File: src/rtl/imem_loader.sv
// ============================================================================
// Module   : imem_loader
// Summary  : Loads a length-prefixed little-endian byte stream into the
//            instruction memory, then releases the core reset. Optional
//            trailing XOR checksum is enabled by IMEM_LOADER_CHECKSUM_EN.
// Revision : 1.0 - initial release
// ============================================================================
`default_nettype none

module imem_loader #(
    parameter int ADDR_W = 6
) (
    input  logic              clk,
    input  logic              rst_n,
    input  logic              start,
    input  logic              in_valid,
    input  logic [7:0]        in_data,
    output logic              in_ready,
    output logic              mem_we,
    output logic [ADDR_W-1:0] mem_addr,
    output logic [31:0]       mem_wdata,
    output logic              busy,
    output logic              done,
    output logic              err,
    output logic              core_rst_n
);

    // Word counters must hold both an 8-bit length and the value DEPTH.
    localparam int CW = (ADDR_W + 1 > 8) ? ADDR_W + 1 : 8;
    localparam logic [CW-1:0] C_DEPTH = CW'(1) << ADDR_W;

    localparam logic [2:0] S_IDLE = 3'd0;
    localparam logic [2:0] S_LEN  = 3'd1;
    localparam logic [2:0] S_DATA = 3'd2;
`ifdef IMEM_LOADER_CHECKSUM_EN
    localparam logic [2:0] S_CHK  = 3'd3;
`endif
    localparam logic [2:0] S_DONE = 3'd4;

    logic [2:0]        r_state;
    logic [CW-1:0]     r_n;
    logic [CW-1:0]     r_idx;
    logic [1:0]        r_bcnt;
    logic [31:0]       r_word;
    logic              r_err;
    logic              r_mem_we;
    logic [ADDR_W-1:0] r_mem_addr;
    logic [31:0]       r_mem_wdata;
`ifdef IMEM_LOADER_CHECKSUM_EN
    logic [7:0]        r_csum;
`endif

    logic [31:0] w_word_next;
    assign w_word_next = {in_data, r_word[31:8]};

    always_ff @(posedge clk or negedge rst_n) begin
        if (!rst_n) begin
            r_state     <= S_IDLE;
            r_n         <= '0;
            r_idx       <= '0;
            r_bcnt      <= '0;
            r_word      <= '0;
            r_err       <= 1'b0;
            r_mem_we    <= 1'b0;
            r_mem_addr  <= '0;
            r_mem_wdata <= '0;
`ifdef IMEM_LOADER_CHECKSUM_EN
            r_csum      <= '0;
`endif
        end else begin
            r_mem_we <= 1'b0;
            case (r_state)
                S_IDLE, S_DONE: begin
                    if (start) begin
                        r_state <= S_LEN;
                        r_err   <= 1'b0;
                        r_idx   <= '0;
                        r_bcnt  <= '0;
`ifdef IMEM_LOADER_CHECKSUM_EN
                        r_csum  <= '0;
`endif
                    end
                end
                S_LEN: begin
                    if (in_valid) begin
                        if (in_data == 8'd0) begin
                            r_state <= S_DONE;
                        end else if (CW'(in_data) > C_DEPTH) begin
                            r_state <= S_DONE;
                            r_err   <= 1'b1;
                        end else begin
                            r_n     <= CW'(in_data);
                            r_state <= S_DATA;
                        end
                    end
                end
                S_DATA: begin
                    if (in_valid) begin
                        r_word <= w_word_next;
                        r_bcnt <= r_bcnt + 2'd1;
`ifdef IMEM_LOADER_CHECKSUM_EN
                        r_csum <= r_csum ^ in_data;
`endif
                        // Fourth byte completes a word: write it out next cycle.
                        if (r_bcnt == 2'd3) begin
                            r_mem_we    <= 1'b1;
                            r_mem_addr  <= r_idx[ADDR_W-1:0];
                            r_mem_wdata <= w_word_next;
                            r_idx       <= r_idx + CW'(1);
                            if (r_idx == r_n - CW'(1)) begin
`ifdef IMEM_LOADER_CHECKSUM_EN
                                r_state <= S_CHK;
`else
                                r_state <= S_DONE;
`endif
                            end
                        end
                    end
                end
`ifdef IMEM_LOADER_CHECKSUM_EN
                S_CHK: begin
                    if (in_valid) begin
                        r_err   <= (in_data != r_csum);
                        r_state <= S_DONE;
                    end
                end
`endif
                default: r_state <= S_IDLE;
            endcase
        end
    end

    assign busy       = (r_state == S_LEN) || (r_state == S_DATA)
`ifdef IMEM_LOADER_CHECKSUM_EN
                        || (r_state == S_CHK)
`endif
                        ;
    assign in_ready   = busy;
    assign done       = (r_state == S_DONE);
    assign err        = r_err;
    assign core_rst_n = done && !r_err;
    assign mem_we     = r_mem_we;
    assign mem_addr   = r_mem_addr;
    assign mem_wdata  = r_mem_wdata;

endmodule

`default_nettype wire

File: config.mk
export PLATFORM = sky130hd
export DESIGN_NAME = imem_loader
export DESIGN_NICKNAME = d
export VERILOG_FILES = /design/src/rtl/imem_loader.sv
export SDC_FILE = /design/constraint.sdc
export NUM_CORES = 1
export LEC_CHECK = 0
export CAP_MARGIN = 20
export CORE_UTILIZATION = 35
export CTS_CLUSTER_DIAMETER = 40
export CTS_CLUSTER_SIZE = 14
export DETAILED_ROUTE_END_ITERATION = 8
export HOLD_SLACK_MARGIN = 0.02
export PLACE_DENSITY = 0.68
export RECOVER_POWER = 50
export SLEW_MARGIN = 20
export SYNTH_ARGS = -nofsm -noshare
export SYNTH_HDL_FRONTEND = slang
export SYNTH_SLANG_ARGS = --single-unit
File: constraint.sdc
create_clock -name clk -period 1.95 [get_ports clk]
set_clock_uncertainty 0.15 [all_clocks]
set_input_delay 0.2925 -clock clk [delete_from_list [all_inputs] [get_ports clk]]
set_output_delay 0.2925 -clock clk [all_outputs]
set_load 0.01 [all_outputs]
==> impl_metrics.ini <==
[placement]
dp_slack_ps = -582
placed_area_um2 = 4830
post-dp-hpwl_mm = 5.52
io_buffer_count = 55
globalplace.congestion = 0.780

[worst_setup_path]
crit_type = flop to flop
cp_max_fo = 10
arrival_ps = 2000
worst_path_max_delay_cell = dfrtp_2
slowest_delay_ps = 450
cp.required_ps = 2050
cp-end-kind = flop
path_cells = buf_4, nor3b_4, and2_4, buf_4, clkbuf_16, mux2_2
cpMostUsedCell = buf_4
start_kind = flop

[die]
rows = 38
die_h_um = 108
core-area_um2 = 10900
dieWidth_um = 108
start_util_pct = 36.0
die_area_um2 = 11600
io_pins = 56

[drt]
wl_per_cell_um = 15.2
dr.pass1.iters = 6
initialDrtViolationCount = 80
wl_mm = 7.82
vias = 2452
drc = 0
ant_nets = 0
routed_via_density = 4.75

[synth]
synth_largest_area_cell = dfrtp_1
synth_edf_count = 0
netlist.area_leader.share_pct = 54.3
yosys.cell_types.count = 41
ys_warn_count = 0
ys_seq_area_share_pct = 54.3
synth-main-ff-cell = dfrtp_1
synthArstFlopShare_pct = 100
syn_area_per_cell_um2 = 14.1
syn_nets = 292
syn_area_um2 = 3920
synth_area_leaders = dfrtp_1 (54%), mux2_4 (16%), mux2_2 (7.2%), xnor2_1 (2.5%), buf_12 (2.0%)
netlist_instances = 277
synth-seq-cells = 85

[pwr]
switching_share_pct = 29.1
switchingPower_mw = 1.38
p_seq_share_pct = 48.4
clockPowerShare_pct = 29.3
power_mw = 4.75
p_per_area_nw_per_um2 = 925
p_int_mw = 3.37
power_leakage_nw = 2.42
combPwrFrac_pct = 22.4
ir_drop_mv = 0.427

[final_layout]
stdcell_area_um2 = 5130
final_util_pct = 47.2
antennaDiodeCount = 0
drive_above_1_share_pct = 37.8
syn2layout_area_growth_pct = 31.0
nNetsFinal = 386

[global_route]
grt_util_met1_pct = 19.6
met2_usage_pct = 21.5
grtUsageTotal_pct = 14.4
use_met3_pct = 3.93
grt_antenna_before_repair = 0
grt_max_degree = 32
grt-busiest-layer = met2
gr-total-overflow = 0
grt_pass1_vias = 2474
grt_pass1_wl_mm = 12.6

[timing]
setup_ws_ps = 50.6
drv_slew = 0
setup_viol = 0
clock.fmax_mhz = 526
relSlewSlack_pct = 48.6
hold_slack_ps = 234
worst_pin_slew_ps = 772
layout_min_cycle_time_ps = 1900
fin_crit_sh_pct = 97.4
rsz0062_at_grt = false
finalHoldViolCount = 0

[clocking]
clk_pin_slew_ps = 90
clk_latency_ps = 360
cts_buffer_depth = 2
tritoncts = built
cts.sinks = 85
cts-root-buf = clkbuf_8
htree_levels = 3
cts_buffers = 9

[job]
cap_violations = 0

[status]
outcome = completed

[worst_hold_path]
worst_hold_path_type = input port to flop
[repair_timing]
item                       in CTS  in global routing
setup endpoints to repair       9                 31
hold buffers                    1                  0
buffers inserted                4                  1
hold endpoints to repair       27                  0
gates cloned                    0                  1
pin swaps                       1                  3
resized for setup               9                 14
[power groups by stage]
stage	clock network, mW	registers [mW]	logic (mW)
finish	1.39	2.30	1.06
detailed placement	0	2.32	1.01
global placement	0	2.31	0.983
CTS	1.43	2.28	1.04
floorplan	0	2.23	0.748
global route	1.50	2.34	1.17
[cell type report]
class                           instances  area, µm²
Timing Repair Buffer                   98        946
Clock inverter                          6       93.8
Sequential cell                        85       2130
Multi-Input combinational cell        171       1630
Fill cell                             960       5750
Inverter                                6       30.0
Clock buffer                           10        128
Tap cell                              140        175
[per-stage QoR]
step	setup TNS (ps)	std cells
3_5_place_dp	-8180	493
6_report	0	516
2_1_floorplan	0	277
5_1_grt	0	516
3_3_place_gp	-6170	493
4_1_cts	0	514
[sequential cells by signal, indices dropped and copies added, names as in the netlist]
| name | flops |
|---|---|
| r_bcnt | 2 |
| r_idx | 8 |
| mem_we | 1 |
| r_n | 8 |
| r_state | 3 |
| mem_wdata | 32 |
| mem_addr | 6 |
| r_word | 24 |
| err | 1 |
[final timing paths]
path | start | endpoint | slack [ps] | depth (start not counted)
worst min-delay path | in_data[7] | r_word[31]$_DFFE_PN0P_ | 230 | 3
min in group asynchronous | rst_n | mem_addr[4]$_DFFE_PN0P_ | 380 | 2
max in group asynchronous | rst_n | mem_wdata[11]$_DFFE_PN0P_ | 300 | 3
worst max-delay path | r_state[0]$_DFFE_PN0P_ | r_word[18]$_DFFE_PN0P_ | 50 | 6
worst min register to register | mem_addr[1]$_DFFE_PN0P_ | mem_addr[1]$_DFFE_PN0P_ | 350 | 2
worst max register to register | r_state[0]$_DFFE_PN0P_ | r_word[18]$_DFFE_PN0P_ | 50 | 6
[cells in the mapped netlist (2+ instances only)]
library cell and number:
nor4_1 3, ha_1 3, o21ai_0 8, nor2b_1 2
a21oi_1 4, buf_4 4, xor2_1 6, xnor2_1 11
nand3_2 2, clkbuf_1 2, mux2i_1 3, nand3b_1 2
inv_1 5, and2_1 2, nand4_1 4, nand3_1 2
nand2b_1 4, nor2_1 18, nor3_1 5, nand2_1 11
dfrtp_1 85, mux2_2 25, mux2_4 41, buf_12 4
buf_6 5
[placed cells by master (no fill, tap or decap), drive strengths merged, types with 6 or more instances in the layout]
cell	Yosys	routed
buf	13	36
clkbuf	2	17
clkdlybuf4s50	0	36
dfrtp	85	85
dlygate4sd3	0	12
inv	6	8
mux2	66	66
nand2	12	12
nor2	18	18
o21ai	8	8
xnor2	11	11
xor2	6	6
[critical path: cells and delay by family, from the launching register on]
| family | cells | cell delay (ps) |
|---|---|---|
| multiplexers | 1 | 320 |
| buffers and inverters | 3 | 480 |
| AND/OR/NAND/NOR | 2 | 380 |
| flip-flops | 1 | 450 |
[routing by layer]
metal / wire (µm) / share of wire [%]
met5: 0 / 0
met4: 127 / 1.6
met3: 281 / 3.6
met2: 3630 / 46
met1: 3780 / 48
[kinds of logic (layout without fill, tap and decap cells)]
| family | count (synthesis) | in the layout | share of synthesized area (%) |
|---|---|---|---|
| adder cells (fa/ha/maj) | 3 | 3 | 0.958 |
| AND/OR/NAND/NOR | 62 | 62 | 8.84 |
| AO/OA/AOI/OAI | 20 | 20 | 3.26 |
| XOR/XNOR | 17 | 17 | 3.80 |
| buffers and inverters | 21 | 120 | 5.20 |
| flip-flops | 85 | 85 | 54.3 |
| multiplexers | 69 | 69 | 23.7 |
Note: power is estimated with default switching activity, not from simulation.
